<file path="src/rtl/wb_port_arbiter_pkg.sv">
// Shared definitions for the WB write-port arbiter: register widths,
// the buffered mul/div result entry and the arbiter FSM states.
package cpu_defs;

    localparam int ADDR_W = 5;
    localparam int DATA_W = 32;

    // One buffered mul/div result; live drops when a younger WB write
    // to the same register makes the result obsolete.
    typedef struct packed {
        logic              live;
        logic [ADDR_W-1:0] dest;
        logic [DATA_W-1:0] data;
    } wb_entry_t;

    typedef enum logic [1:0] {
        IDLE  = 2'd0,
        WAIT  = 2'd1,
        FORCE = 2'd2
    } arb_state_e;

endpackage

</file>
<file path="src/rtl/wb_port_arbiter_if.sv">
// Bus bundle around the register-file write port arbiter: WB request,
// mul/div result handshake, RF write port, ID hazard query and freeze.
interface wb_port_arbiter_if #(
    parameter int ADDR_W = cpu_defs::ADDR_W,
    parameter int DATA_W = cpu_defs::DATA_W
);
    logic              wb_we;
    logic [ADDR_W-1:0] wb_dest;
    logic [DATA_W-1:0] wb_data;
    logic              md_valid;
    logic [ADDR_W-1:0] md_dest;
    logic [DATA_W-1:0] md_data;
    logic              md_ready;
    logic              rf_we;
    logic [ADDR_W-1:0] rf_waddr;
    logic [DATA_W-1:0] rf_wdata;
    logic [ADDR_W-1:0] id_rs;
    logic [ADDR_W-1:0] id_rt;
    logic              md_hazard;
    logic              freeze;

    // The arbiter side.
    modport slave (
        input  wb_we, wb_dest, wb_data, md_valid, md_dest, md_data, id_rs, id_rt,
        output md_ready, rf_we, rf_waddr, rf_wdata, md_hazard, freeze
    );

    // The pipeline / mul-div / register-file side.
    modport master (
        output wb_we, wb_dest, wb_data, md_valid, md_dest, md_data, id_rs, id_rt,
        input  md_ready, rf_we, rf_waddr, rf_wdata, md_hazard, freeze
    );
endinterface

</file>
<file path="src/rtl/wb_port_arbiter_fifo.sv">
// Small circular buffer of mul/div results waiting for an idle WB slot.
// Entries can be killed by destination (WAW with a younger WB write);
// a live-destination mask feeds ID hazard detection.
module wb_result_fifo
    import cpu_defs::*;
#(
    parameter int DEPTH = 2
) (
    input  logic                       clk,
    input  logic                       rst,
    input  logic                       push,
    input  wb_entry_t                  push_entry,
    input  logic                       pop,
    input  logic                       kill_en,
    input  logic [ADDR_W-1:0]          kill_dest,
    output wb_entry_t                  head,
    output logic [$clog2(DEPTH+1)-1:0] count,
    output logic [(1<<ADDR_W)-1:0]     live_mask
);
    localparam int PTR_W = $clog2(DEPTH);
    localparam int CNT_W = $clog2(DEPTH + 1);

    logic [PTR_W-1:0]  wr_ptr_q, wr_ptr_d, rd_ptr_q, rd_ptr_d;
    logic [CNT_W-1:0]  count_q, count_d;
    logic [DEPTH-1:0]  live_q, live_d;
    logic [ADDR_W-1:0] dest_q [DEPTH];
    logic [DATA_W-1:0] data_q [DEPTH];

    // Next pointers, occupancy and per-entry live bits (kill, pop, push).
    always_comb begin
        // NOTE: every always_comb output gets a default first so no path leaves it unassigned (no latch).
        live_d   = live_q;
        wr_ptr_d = wr_ptr_q;
        rd_ptr_d = rd_ptr_q;
        if (kill_en) begin
            for (int i = 0; i < DEPTH; i++) begin
                if (dest_q[i] == kill_dest) live_d[i] = 1'b0;
            end
        end
        if (pop) begin
            live_d[rd_ptr_q] = 1'b0;
            rd_ptr_d         = rd_ptr_q + PTR_W'(1);
        end
        if (push) begin
            // A WB write to the same register this cycle supersedes the result on entry.
            live_d[wr_ptr_q] = push_entry.live && !(kill_en && kill_dest == push_entry.dest);
            wr_ptr_d         = wr_ptr_q + PTR_W'(1);
        end
        count_d = count_q + CNT_W'(push) - CNT_W'(pop);
    end

    // Control state: pointers, count and live bits are cleared by reset.
    always_ff @(posedge clk or negedge rst) begin
        // NOTE: sequential state uses non-blocking assignments so all flops update together at the edge.
        if (!rst) begin
            wr_ptr_q <= '0;
            rd_ptr_q <= '0;
            count_q  <= '0;
            live_q   <= '0;
        end else begin
            wr_ptr_q <= wr_ptr_d;
            rd_ptr_q <= rd_ptr_d;
            count_q  <= count_d;
            live_q   <= live_d;
        end
    end

    // Payload storage, written only on push.
    always_ff @(posedge clk) begin
        // NOTE: payload is not reset; live bits alone decide whether an entry means anything.
        if (push) begin
            dest_q[wr_ptr_q] <= push_entry.dest;
            data_q[wr_ptr_q] <= push_entry.data;
        end
    end

    // Head view and live-destination mask from registered contents.
    always_comb begin
        head      = '{live: live_q[rd_ptr_q], dest: dest_q[rd_ptr_q], data: data_q[rd_ptr_q]};
        live_mask = '0;
        for (int i = 0; i < DEPTH; i++) begin
            if (live_q[i]) live_mask[dest_q[i]] = 1'b1;
        end
    end

    assign count = count_q;

endmodule

</file>
<file path="src/rtl/wb_port_arbiter.sv">
// Register-file write-port arbiter: the WB stage always wins; mul/div
// results bypass into an idle port or wait in a FIFO, and freeze forces
// a bubble once the FIFO head has waited too long.
module wb_port_arbiter #(
    parameter int DEPTH        = 2,
    parameter int STARVE_LIMIT = 8,
    parameter int DATA_W       = cpu_defs::DATA_W,
    parameter int ADDR_W       = cpu_defs::ADDR_W
) (
    input logic              clk,
    input logic              rst,
    wb_port_arbiter_if.slave bus
);
    import cpu_defs::wb_entry_t;
    import cpu_defs::arb_state_e;
    import cpu_defs::IDLE;
    import cpu_defs::WAIT;
    import cpu_defs::FORCE;

    localparam int CNT_W = $clog2(DEPTH + 1);
    localparam int AGE_W = $clog2(STARVE_LIMIT + 1);
    localparam int NREG  = 1 << ADDR_W;

    wb_entry_t        head, push_entry;
    logic [CNT_W-1:0] fifo_count, count_after;
    logic [NREG-1:0]  pending_mask;
    logic             head_valid, md_ready, bypass, push, pop;
    arb_state_e       state_q, state_d;
    logic [AGE_W-1:0] age_q, age_d;
    logic             freeze_q, freeze_d;

    wb_result_fifo #(.DEPTH(DEPTH)) u_fifo (
        .clk        (clk),
        .rst        (rst),
        .push       (push),
        .push_entry (push_entry),
        .pop        (pop),
        .kill_en    (bus.wb_we),
        .kill_dest  (bus.wb_dest),
        .head       (head),
        .count      (fifo_count),
        .live_mask  (pending_mask)
    );

    // Write-port mux: WB first, then FIFO head, then direct mul/div bypass.
    always_comb begin
        head_valid   = (fifo_count != '0);
        md_ready     = (fifo_count < CNT_W'(DEPTH));
        bypass       = 1'b0;
        pop          = 1'b0;
        bus.rf_we    = 1'b0;
        bus.rf_waddr = '0;
        bus.rf_wdata = {DATA_W{1'b0}};
        if (bus.wb_we) begin
            bus.rf_we    = 1'b1;
            bus.rf_waddr = bus.wb_dest;
            bus.rf_wdata = bus.wb_data;
            // A dead head needs no port slot, so it can retire now.
            pop          = head_valid && !head.live;
        end else if (head_valid) begin
            pop          = 1'b1;
            bus.rf_we    = head.live;
            bus.rf_waddr = head.dest;
            bus.rf_wdata = head.data;
        end else if (bus.md_valid) begin
            bypass       = 1'b1;
            bus.rf_we    = (bus.md_dest != '0);
            bus.rf_waddr = bus.md_dest;
            bus.rf_wdata = bus.md_data;
        end
        // r0 results are accepted but never stored.
        push        = bus.md_valid && md_ready && !bypass && (bus.md_dest != '0);
        push_entry  = '{live: 1'b1, dest: bus.md_dest, data: bus.md_data};
        count_after = fifo_count + CNT_W'(push) - CNT_W'(pop);
    end

    // Starvation FSM: age the waiting head, force a bubble at the limit.
    always_comb begin
        state_d = state_q;
        age_d   = age_q;
        case (state_q)
            IDLE: begin
                age_d = '0;
                if (push) state_d = WAIT;
            end
            WAIT: begin
                if (pop) begin
                    age_d = '0;
                    if (count_after == '0) state_d = IDLE;
                end else if (age_q == AGE_W'(STARVE_LIMIT - 1)) begin
                    age_d   = '0;
                    state_d = FORCE;
                end else begin
                    age_d = age_q + AGE_W'(1);
                end
            end
            FORCE: begin
                if (pop) begin
                    age_d   = '0;
                    state_d = (count_after == '0) ? IDLE : WAIT;
                end
            end
            default: begin
                age_d   = '0;
                state_d = IDLE;
            end
        endcase
        freeze_d = (state_d == FORCE);
    end

    // FSM, age and registered freeze.
    always_ff @(posedge clk or negedge rst) begin
        if (!rst) begin
            state_q  <= IDLE;
            age_q    <= '0;
            freeze_q <= 1'b0;
        end else begin
            state_q  <= state_d;
            age_q    <= age_d;
            freeze_q <= freeze_d;
        end
    end

    assign bus.md_ready  = md_ready;
    assign bus.freeze    = freeze_q;
    assign bus.md_hazard = ((bus.id_rs != '0) && pending_mask[bus.id_rs]) ||
                           ((bus.id_rt != '0) && pending_mask[bus.id_rt]);

endmodule
</file>
<file path="src/flat_wrapper.sv">
// flat-port wrapper written by rule: the top's interface ports become plain ports
module wb_port_arbiter_flat import cpu_defs::wb_entry_t; import cpu_defs::arb_state_e; import cpu_defs::IDLE; import cpu_defs::WAIT; import cpu_defs::FORCE;
#(
    parameter int DEPTH        = 2,
    parameter int STARVE_LIMIT = 8,
    parameter int DATA_W       = cpu_defs::DATA_W,
    parameter int ADDR_W       = cpu_defs::ADDR_W
)
  (clk, rst, bus_wb_we, bus_wb_dest, bus_wb_data, bus_md_valid, bus_md_dest, bus_md_data, bus_id_rs, bus_id_rt, bus_md_ready, bus_rf_we, bus_rf_waddr, bus_rf_wdata, bus_md_hazard, bus_freeze);
  wb_port_arbiter_if #(.ADDR_W(ADDR_W), .DATA_W(DATA_W)) bus_i ();
  input logic clk;
  input logic rst;
  input wire logic [$bits(bus_i.wb_we)-1:0] bus_wb_we;
  input wire logic [$bits(bus_i.wb_dest)-1:0] bus_wb_dest;
  input wire logic [$bits(bus_i.wb_data)-1:0] bus_wb_data;
  input wire logic [$bits(bus_i.md_valid)-1:0] bus_md_valid;
  input wire logic [$bits(bus_i.md_dest)-1:0] bus_md_dest;
  input wire logic [$bits(bus_i.md_data)-1:0] bus_md_data;
  input wire logic [$bits(bus_i.id_rs)-1:0] bus_id_rs;
  input wire logic [$bits(bus_i.id_rt)-1:0] bus_id_rt;
  output wire logic [$bits(bus_i.md_ready)-1:0] bus_md_ready;
  output wire logic [$bits(bus_i.rf_we)-1:0] bus_rf_we;
  output wire logic [$bits(bus_i.rf_waddr)-1:0] bus_rf_waddr;
  output wire logic [$bits(bus_i.rf_wdata)-1:0] bus_rf_wdata;
  output wire logic [$bits(bus_i.md_hazard)-1:0] bus_md_hazard;
  output wire logic [$bits(bus_i.freeze)-1:0] bus_freeze;
  assign bus_i.wb_we = bus_wb_we;
  assign bus_i.wb_dest = bus_wb_dest;
  assign bus_i.wb_data = bus_wb_data;
  assign bus_i.md_valid = bus_md_valid;
  assign bus_i.md_dest = bus_md_dest;
  assign bus_i.md_data = bus_md_data;
  assign bus_i.id_rs = bus_id_rs;
  assign bus_i.id_rt = bus_id_rt;
  assign bus_md_ready = bus_i.md_ready;
  assign bus_rf_we = bus_i.rf_we;
  assign bus_rf_waddr = bus_i.rf_waddr;
  assign bus_rf_wdata = bus_i.rf_wdata;
  assign bus_md_hazard = bus_i.md_hazard;
  assign bus_freeze = bus_i.freeze;
  wb_port_arbiter #(.DEPTH(DEPTH), .STARVE_LIMIT(STARVE_LIMIT), .DATA_W(DATA_W), .ADDR_W(ADDR_W)) u_core (.clk(clk), .rst(rst), .bus(bus_i));
endmodule
</file>
<file path="config.mk">
export PLATFORM = sky130hd
export DESIGN_NAME = wb_port_arbiter_flat
export DESIGN_NICKNAME = d
export VERILOG_FILES = /design/src/rtl/wb_port_arbiter_pkg.sv /design/src/rtl/wb_port_arbiter_if.sv /design/src/rtl/wb_port_arbiter_fifo.sv /design/src/rtl/wb_port_arbiter.sv /design/src/flat_wrapper.sv
export SDC_FILE = /design/constraint.sdc
export NUM_CORES = 1
export LEC_CHECK = 0
export BUFFER_PORTS_ARGS = -buffer_cell sky130_fd_sc_hd__buf_2
export CAP_MARGIN = 15
export CORE_MARGIN = 4
export CORE_UTILIZATION = 49
export CTS_CLUSTER_SIZE = 24
export DETAILED_ROUTE_END_ITERATION = 7
export PLACE_DENSITY = 0.88
export SLEW_MARGIN = 5
export SYNTH_ARGS = -nofsm -noshare
export SYNTH_HDL_FRONTEND = slang
export SYNTH_HIERARCHICAL = 1
export SYNTH_SLANG_ARGS = --single-unit
</file>
<file path="constraint.sdc">
create_clock -name clk -period 3 [get_ports clk]
set_input_delay 0.6 -clock clk [delete_from_list [all_inputs] [get_ports clk]]
set_output_delay 0.6 -clock clk [all_outputs]
set_load 0.05 [all_outputs]
</file>
==> reports/qor.txt, run 1 <==
DRC -> 0
Syn Inst Count -> 498
First-pass GRT wire length -> 23270 um
Grt ovf -> 0
Ant. Diodes -> 0
Register area -> 0.002549 mm2
Quantity of hold-fixing buffers added after cts -> 0
Fin crit share -> 1.137
Setup WS post-layout -> -0.4107 ns
Die height -> 113.0 um
Syn nets -> 591
Multi-input logic area -> 0.002774 mm2
Clock Latency Late Sink -> 0.36 ns
Vias -> 4745
Buffers added on ports -> 128
WP data required -> 2.40 ns
Unrepaired setup endpoints after global routing -> true
Core area -> 0.01079 mm2
Critical path class -> reg2out
Final hold slack -> 0.1115 ns
Post-DP HPWL -> 10450 um
Num ports -> 129
WP data arrival -> 2.81 ns
Die ar. -> 0.01277 mm2
Die W -> 113.0 um
CP startpoint kind -> register
Layout cells sized above 1 -> 0.4373
Routed Wire Length -> 14900 um
Initial antenna violation count -> 0
Util after Layout -> 0.6392
Failing checks -> negative setup slack
LEAKAGE -> 0.002878 uW
P per Cell Area -> 744.2 mW/mm2
CP Max Fanout -> 6
Initial DRC Count -> 427
Number of global-route vias before repair -> 4746
FMAX -> 293.2 MHz
Largest net degree at the start of global routing -> 61
Min-delay worst type -> in2async
Fin crit period -> 3.411 ns
Syn avg cell area -> 10.85 um2
Element type at the critical path end -> primary output
Max-cap violations -> 0
Clock Skew -> 0.007404 ns
Via-per-instance ratio -> 5.858
Initial Util -> 0.5007
Clk slew on worst S/H paths -> 0.08 ns
Row cnt -> 38
Root Driver -> clkbuf_8
YS warnings -> 6
P&R area growth vs syn -> 27.67%
Slew Limit Fails -> 0
Initial DRT Pass Iterations -> 6
ANT nets after route -> 0
Peak VDD IR -> 0.6667 mV
FILL cells -> 791
CTS tree -> yes
H-tree depth -> 3
GPL Wtd Cong -> 0.9981
Final hold violation count -> 0
Clock Tree Buf Depth -> 2
Endpoints failing setup -> 1
Avg WL per Cell -> 18.40 um
Status -> complete, but fails checks
TritonCTS buffer count -> 9
CTS Sinks -> 87
Fin nets -> 759
GRT Overall Usage -> 0.2283
Synthesized area -> 0.005404 mm2
-- stage by stage --
stage          instances  total power (uW)   TNS, ns  worst slack, ns  instance area (um2)
6_report             810              5134   -0.4107          -0.4107                 6899
5_1_grt              810              5396   -0.5060          -0.4927                 6899
4_1_cts              806              5078   -0.3639          -0.3639                 6812
3_5_place_dp         769              4152   -0.2352          -0.1197                 6329
3_3_place_gp         769              4079  -0.05596         -0.05596                 6329
2_1_floorplan        498              3463         0          0.05969                 5408
-- state kept, by name, indices dropped and copies added (netlist names) --
signal / flops
u_core/u_fifo/rd_ptr_q: 1
u_core/u_fifo/data_q: 64
u_core/bus.freeze: 1
u_core/state_q: 2
u_core/u_fifo/wr_ptr_q: 1
u_core/u_fifo/live_q: 2
u_core/age_q: 4
u_core/u_fifo/count: 2
u_core/u_fifo/dest_q: 10
-- cell type report --
type / instances / area share
clock inverter: 6 / 0.01106
multi-input combinational: 366 / 0.4021
clock buffer: 9 / 0.01795
tap: 140 / 0.02539
inverter: 8 / 0.004353
sequential: 87 / 0.3694
timing repair buffer: 194 / 0.1697
-- final timing paths --
kind | startpoint | endpoint | slack [ns] | cells after the start
min | rst | u_core/bus.freeze | 0.11 | 1
max reg2reg | u_core/u_fifo/live_q[0] | u_core/state_q[0] | 0.48 | 11
max | u_core/u_fifo/dest_q[0][1] | bus_md_hazard | -0.41 | 8
min in group clk | bus_md_data[27] | u_core/u_fifo/data_q[1][27] | 0.43 | 1
min reg2reg | u_core/state_q[1] | u_core/state_q[0] | 0.48 | 1
max in group asynchronous | rst | u_core/u_fifo/rd_ptr_q | 2.64 | 1
-- power breakdown --
part	internal (uW)	total, uW	leakage [uW]	switching, uW
sequential	1550	1680	0.000843	127
clock	454	848	0.000102	393
combinational	980	2600	0.00193	1620
total	2990	5130	0.00288	2150
-- layout by cell type, fill, tap and decap left out, types with 2 or more instances in the layout --
| master | n |
|---|---|
| inv_1 | 8 |
| a211o_1 | 2 |
| nand3b_1 | 12 |
| xnor2_1 | 9 |
| o22ai_1 | 19 |
| buf_4 | 60 |
| nor2_1 | 12 |
| xor2_1 | 11 |
| and3_1 | 39 |
| mux2i_1 | 9 |
| nand2_1 | 47 |
| nand3_2 | 7 |
| nor4_1 | 2 |
| buf_2 | 128 |
| clkinv_1 | 3 |
| o21ai_0 | 42 |
| dfrtp_1 | 12 |
| or3b_4 | 5 |
| nand3_1 | 4 |
| edfxtp_1 | 74 |
| nor3_1 | 2 |
| nor2b_1 | 3 |
| mux4_2 | 11 |
| o22ai_2 | 15 |
| clkbuf_8 | 9 |
| ha_1 | 5 |
| nand2b_1 | 3 |
| mux2_2 | 38 |
| bufinv_16 | 2 |
| a22oi_1 | 3 |
| buf_6 | 4 |
| a21oi_1 | 41 |
-- what timing repair did --
action                                  CTS  global route
gates resized for setup                  29            11
endpoints found under the setup margin    1            12
setup buffers                            22             4
pin swaps                                18             2
-- worst max-delay path: stages, from the launching register on --
cell and delay, ns:
edfxtp_1 0.46, nand3b_1 0.31, buf_4 0.20, o22ai_2 0.09
mux4_2 0.47, nand3b_1 0.12, a31oi_1 0.10, or4_4 0.53
buf_8 0.16
-- metal layers --
metal | wire length [um] | up-vias | track usage
met4 | 376 | 0 | 0.08093
met5 | 0 | - | 0
met1 | 5804 | 2248 | 0.2815
met2 | 7546 | 242 | 0.3973
met3 | 1175 | 34 | 0.04759
li1 | - | 2221 | -
Power figures use the tool's default switching activity.
==> run 2, diff against run 1 <==
--- a/config.mk
+++ b/config.mk
@@ -12,6 +12,7 @@
 export CTS_CLUSTER_SIZE = 24
 export DETAILED_ROUTE_END_ITERATION = 7
 export PLACE_DENSITY = 0.88
+export SETUP_SLACK_MARGIN = 0.3
 export SLEW_MARGIN = 5
 export SYNTH_ARGS = -nofsm -noshare
 export SYNTH_HDL_FRONTEND = slang
==> run 2 against run 1 <==
Effect of this change:
- sequential share of layout area rose by 0.61 points
- the run still ends with negative setup slack left
- sequential power about the same
- clock power grew 2.8%
- largest cell class unchanged
- combinational power barely moved
- fmax up 0.62%
- register-to-register slack better by 0.08 ns
- global-route usage decreased by 0.25 points
- critical endpoint unchanged
- non-clock buffer count shrank 12
==> reports/qor.txt, run 2 (same netlist as run 1, synthesis figures left out) <==
Clock Tree Buf Depth -> 2 (unchanged)
Most frequent cells in the layout -> buf_2, edfxtp_1, buf_4, nand2_1, a21oi_1 (was buf_2, edfxtp_1, buf_4, nand2_1, o21ai_0)
Unrepaired setup endpoints after global routing -> true (unchanged)
Setup WS post-layout -> -0.3897 ns (was -0.4107 ns)
Die ar. -> 0.01277 mm2 (unchanged)
FILL cells -> 811 (was 791)
Clock Skew -> 0.01097 ns (was 0.007404 ns)
Grt ovf -> 0 (unchanged)
FMAX -> 295.0 MHz (was 293.2 MHz)
Fin crit period -> 3.390 ns (was 3.411 ns)
Final hold violation count -> 0 (unchanged)
Pre-CTS setup slack -> -0.05794 ns (was -0.1197 ns)
Switching Share -> 0.4194 (was 0.4178)
Element type at the critical path end -> primary output (unchanged)
Sw power -> 2176 uW (was 2145 uW)
Post-DP HPWL -> 9940 um (was 10450 um)
Fin crit share -> 1.130 (was 1.137)
Die height -> 113.0 um (unchanged)
LEAKAGE -> 0.002809 uW (was 0.002878 uW)
First-pass GRT wire length -> 23240 um (was 23270 um)
H-tree depth -> 3 (unchanged)
Max FFs per register -> 64 (unchanged)
Vias -> 4751 (was 4745)
CP startpoint kind -> register (unchanged)
Status -> complete, but fails checks (unchanged)
Max-cap violations -> 0 (unchanged)
Root Driver -> clkbuf_8 (unchanged)
TritonCTS buffer count -> 9 (unchanged)
Core area -> 0.01079 mm2 (unchanged)
WP data arrival -> 2.79 ns (was 2.81 ns)
DRC -> 0 (unchanged)
Slew Limit Fails -> 0 (unchanged)
Clk slew on worst S/H paths -> 0.08 ns (about the same)
P per Cell Area -> 764.5 mW/mm2 (was 744.2 mW/mm2)
Routed Wire Length -> 14570 um (was 14900 um)
ANT nets after route -> 0 (unchanged)
Via-per-instance ratio -> 5.924 (was 5.858)
GRT Overall Usage -> 0.2258 (was 0.2283)
Biggest regs -> u_core/u_fifo/data_q: 64 flops, u_core/u_fifo/dest_q: 10 flops, u_core/age_q: 4 flops (unchanged)
Initial DRT Pass Iterations -> 7 (was 6)
Internal power -> 3013 uW (was 2989 uW)
WP data required -> 2.40 ns (about the same)
Endpoints failing setup -> 1 (unchanged)
CTS Sinks -> 87 (unchanged)
Initial DRC Count -> 434 (was 427)
Quantity of hold-fixing buffers added after cts -> 0 (unchanged)
Row cnt -> 38 (unchanged)
Number of global-route vias before repair -> 4838 (was 4746)
Critical path class -> reg2out (unchanged)
Die W -> 113.0 um (unchanged)
Initial antenna violation count -> 2 (was 0)
Clk pwr share -> 0.168 (was 0.165)
Commonest non-fill, non-tap cell in the layout -> buf_2 (unchanged)
Initial Util -> 0.5007 (unchanged)
Num ports -> 129 (unchanged)
Setup TNS -> -0.3897 ns (was -0.4107 ns)
Layout cells sized above 1 -> 0.4191 (was 0.4373)
Largest net degree at the start of global routing -> 80 (was 61)
Buffers added on ports -> 128 (unchanged)
Fin nets -> 749 (was 759)
Final hold slack -> 0.1238 ns (was 0.1115 ns)
Most flop-heavy register -> u_core/u_fifo/data_q (unchanged)
Register share of total power -> 0.327 (was 0.328)
Failing checks -> negative setup slack (unchanged)
Clock Latency Late Sink -> 0.36 ns (about the same)
CTS tree -> yes (unchanged)
CP Max Fanout -> 5 (was 6)
GPL Wtd Cong -> 0.8977 (was 0.9981)
Avg WL per Cell -> 18.17 um (was 18.40 um)
P&R area growth vs syn -> 25.61% (was 27.67%)
Comb pwr share -> 0.505 (was 0.507)
Final total power -> 5189 uW (was 5134 uW)
Peak VDD IR -> 0.7172 mV (was 0.6667 mV)
Min-delay worst type -> in2async (unchanged)
==> run 2: timing repair <==
action                                  4_1_cts  5_1_grt
gates resized for setup                      27        5
pin swaps                                    16        4
endpoints found under the setup margin       39       18
gates cloned                                  1        1
buffers inserted                             21        2
==> run 2: path summary, 6_finish.rpt <==
check | from | endpoint | slack (ns) | cells past startpoint
worst max-delay path | u_core/u_fifo/dest_q[1][1] | bus_md_hazard | -0.39 | 8
worst min-delay path | rst | u_core/u_fifo/live_q[1] | 0.12 | 1
worst max register to register | u_core/u_fifo/live_q[1] | u_core/state_q[0] | 0.56 | 11
worst min register to register | u_core/state_q[1] | u_core/state_q[0] | 0.48 | 1
max in group asynchronous | rst | u_core/u_fifo/count[1] | 2.63 | 1
min in group clk | bus_md_data[5] | u_core/u_fifo/data_q[0][5] | 0.43 | 1
==> run 2: per-stage QoR <==
| stage | instances | area, um2 | utilization |
|---|---|---|---|
| final | 802 | 6788 | 0.6289 |
| after CTS | 798 | 6748 | 0.6252 |
| after detailed placement | 760 | 6279 | 0.5817 |
| after global placement | 760 | 6279 | 0.5817 |
| after global routing | 802 | 6788 | 0.6289 |
| after floorplan | 498 | 5414 | - |
==> run 2: final cells by class <==
type / count / area [um2] / area share
diodes: 1 / 2.502 / 0.0003687
clock buffers: 10 / 127.6 / 0.01880
clock inverters: 6 / 85.08 / 0.01253
inverters: 8 / 30.03 / 0.004424
multi-input cells: 368 / 2746 / 0.4046
flip-flops and latches: 87 / 2549 / 0.3755
well taps: 140 / 175.2 / 0.02581
repair buffers: 182 / 1072 / 0.1580
==> run 2: routing by layer <==
layer	wire, um	GRT usage	vias to the layer above
li1	-	-	2214
met3	1246	0.05241	51
met4	434	0.09535	2
met1	5697	0.2711	2194
met5	12	0	-
met2	7179	0.3898	290
==> run 2: power by group through the flow <==
stage          logic (uW)  clock network (uW)  registers [uW]
5_1_grt              2790                 936            1720
6_report             2620                 872            1700
3_3_place_gp         2390                   0            1690
3_5_place_dp         2450                   0            1710
2_1_floorplan        1840                   0            1660
4_1_cts              2570                 887            1690
==> run 2: critical path: stages, from the launching register on <==
cell	delay [ns]
edfxtp_1	0.48
nand3b_1	0.29
buf_4	0.19
o22ai_1	0.10
mux4_2	0.47
and2b_2	0.24
o211ai_2	0.09
or4_4	0.42
buf_8	0.17
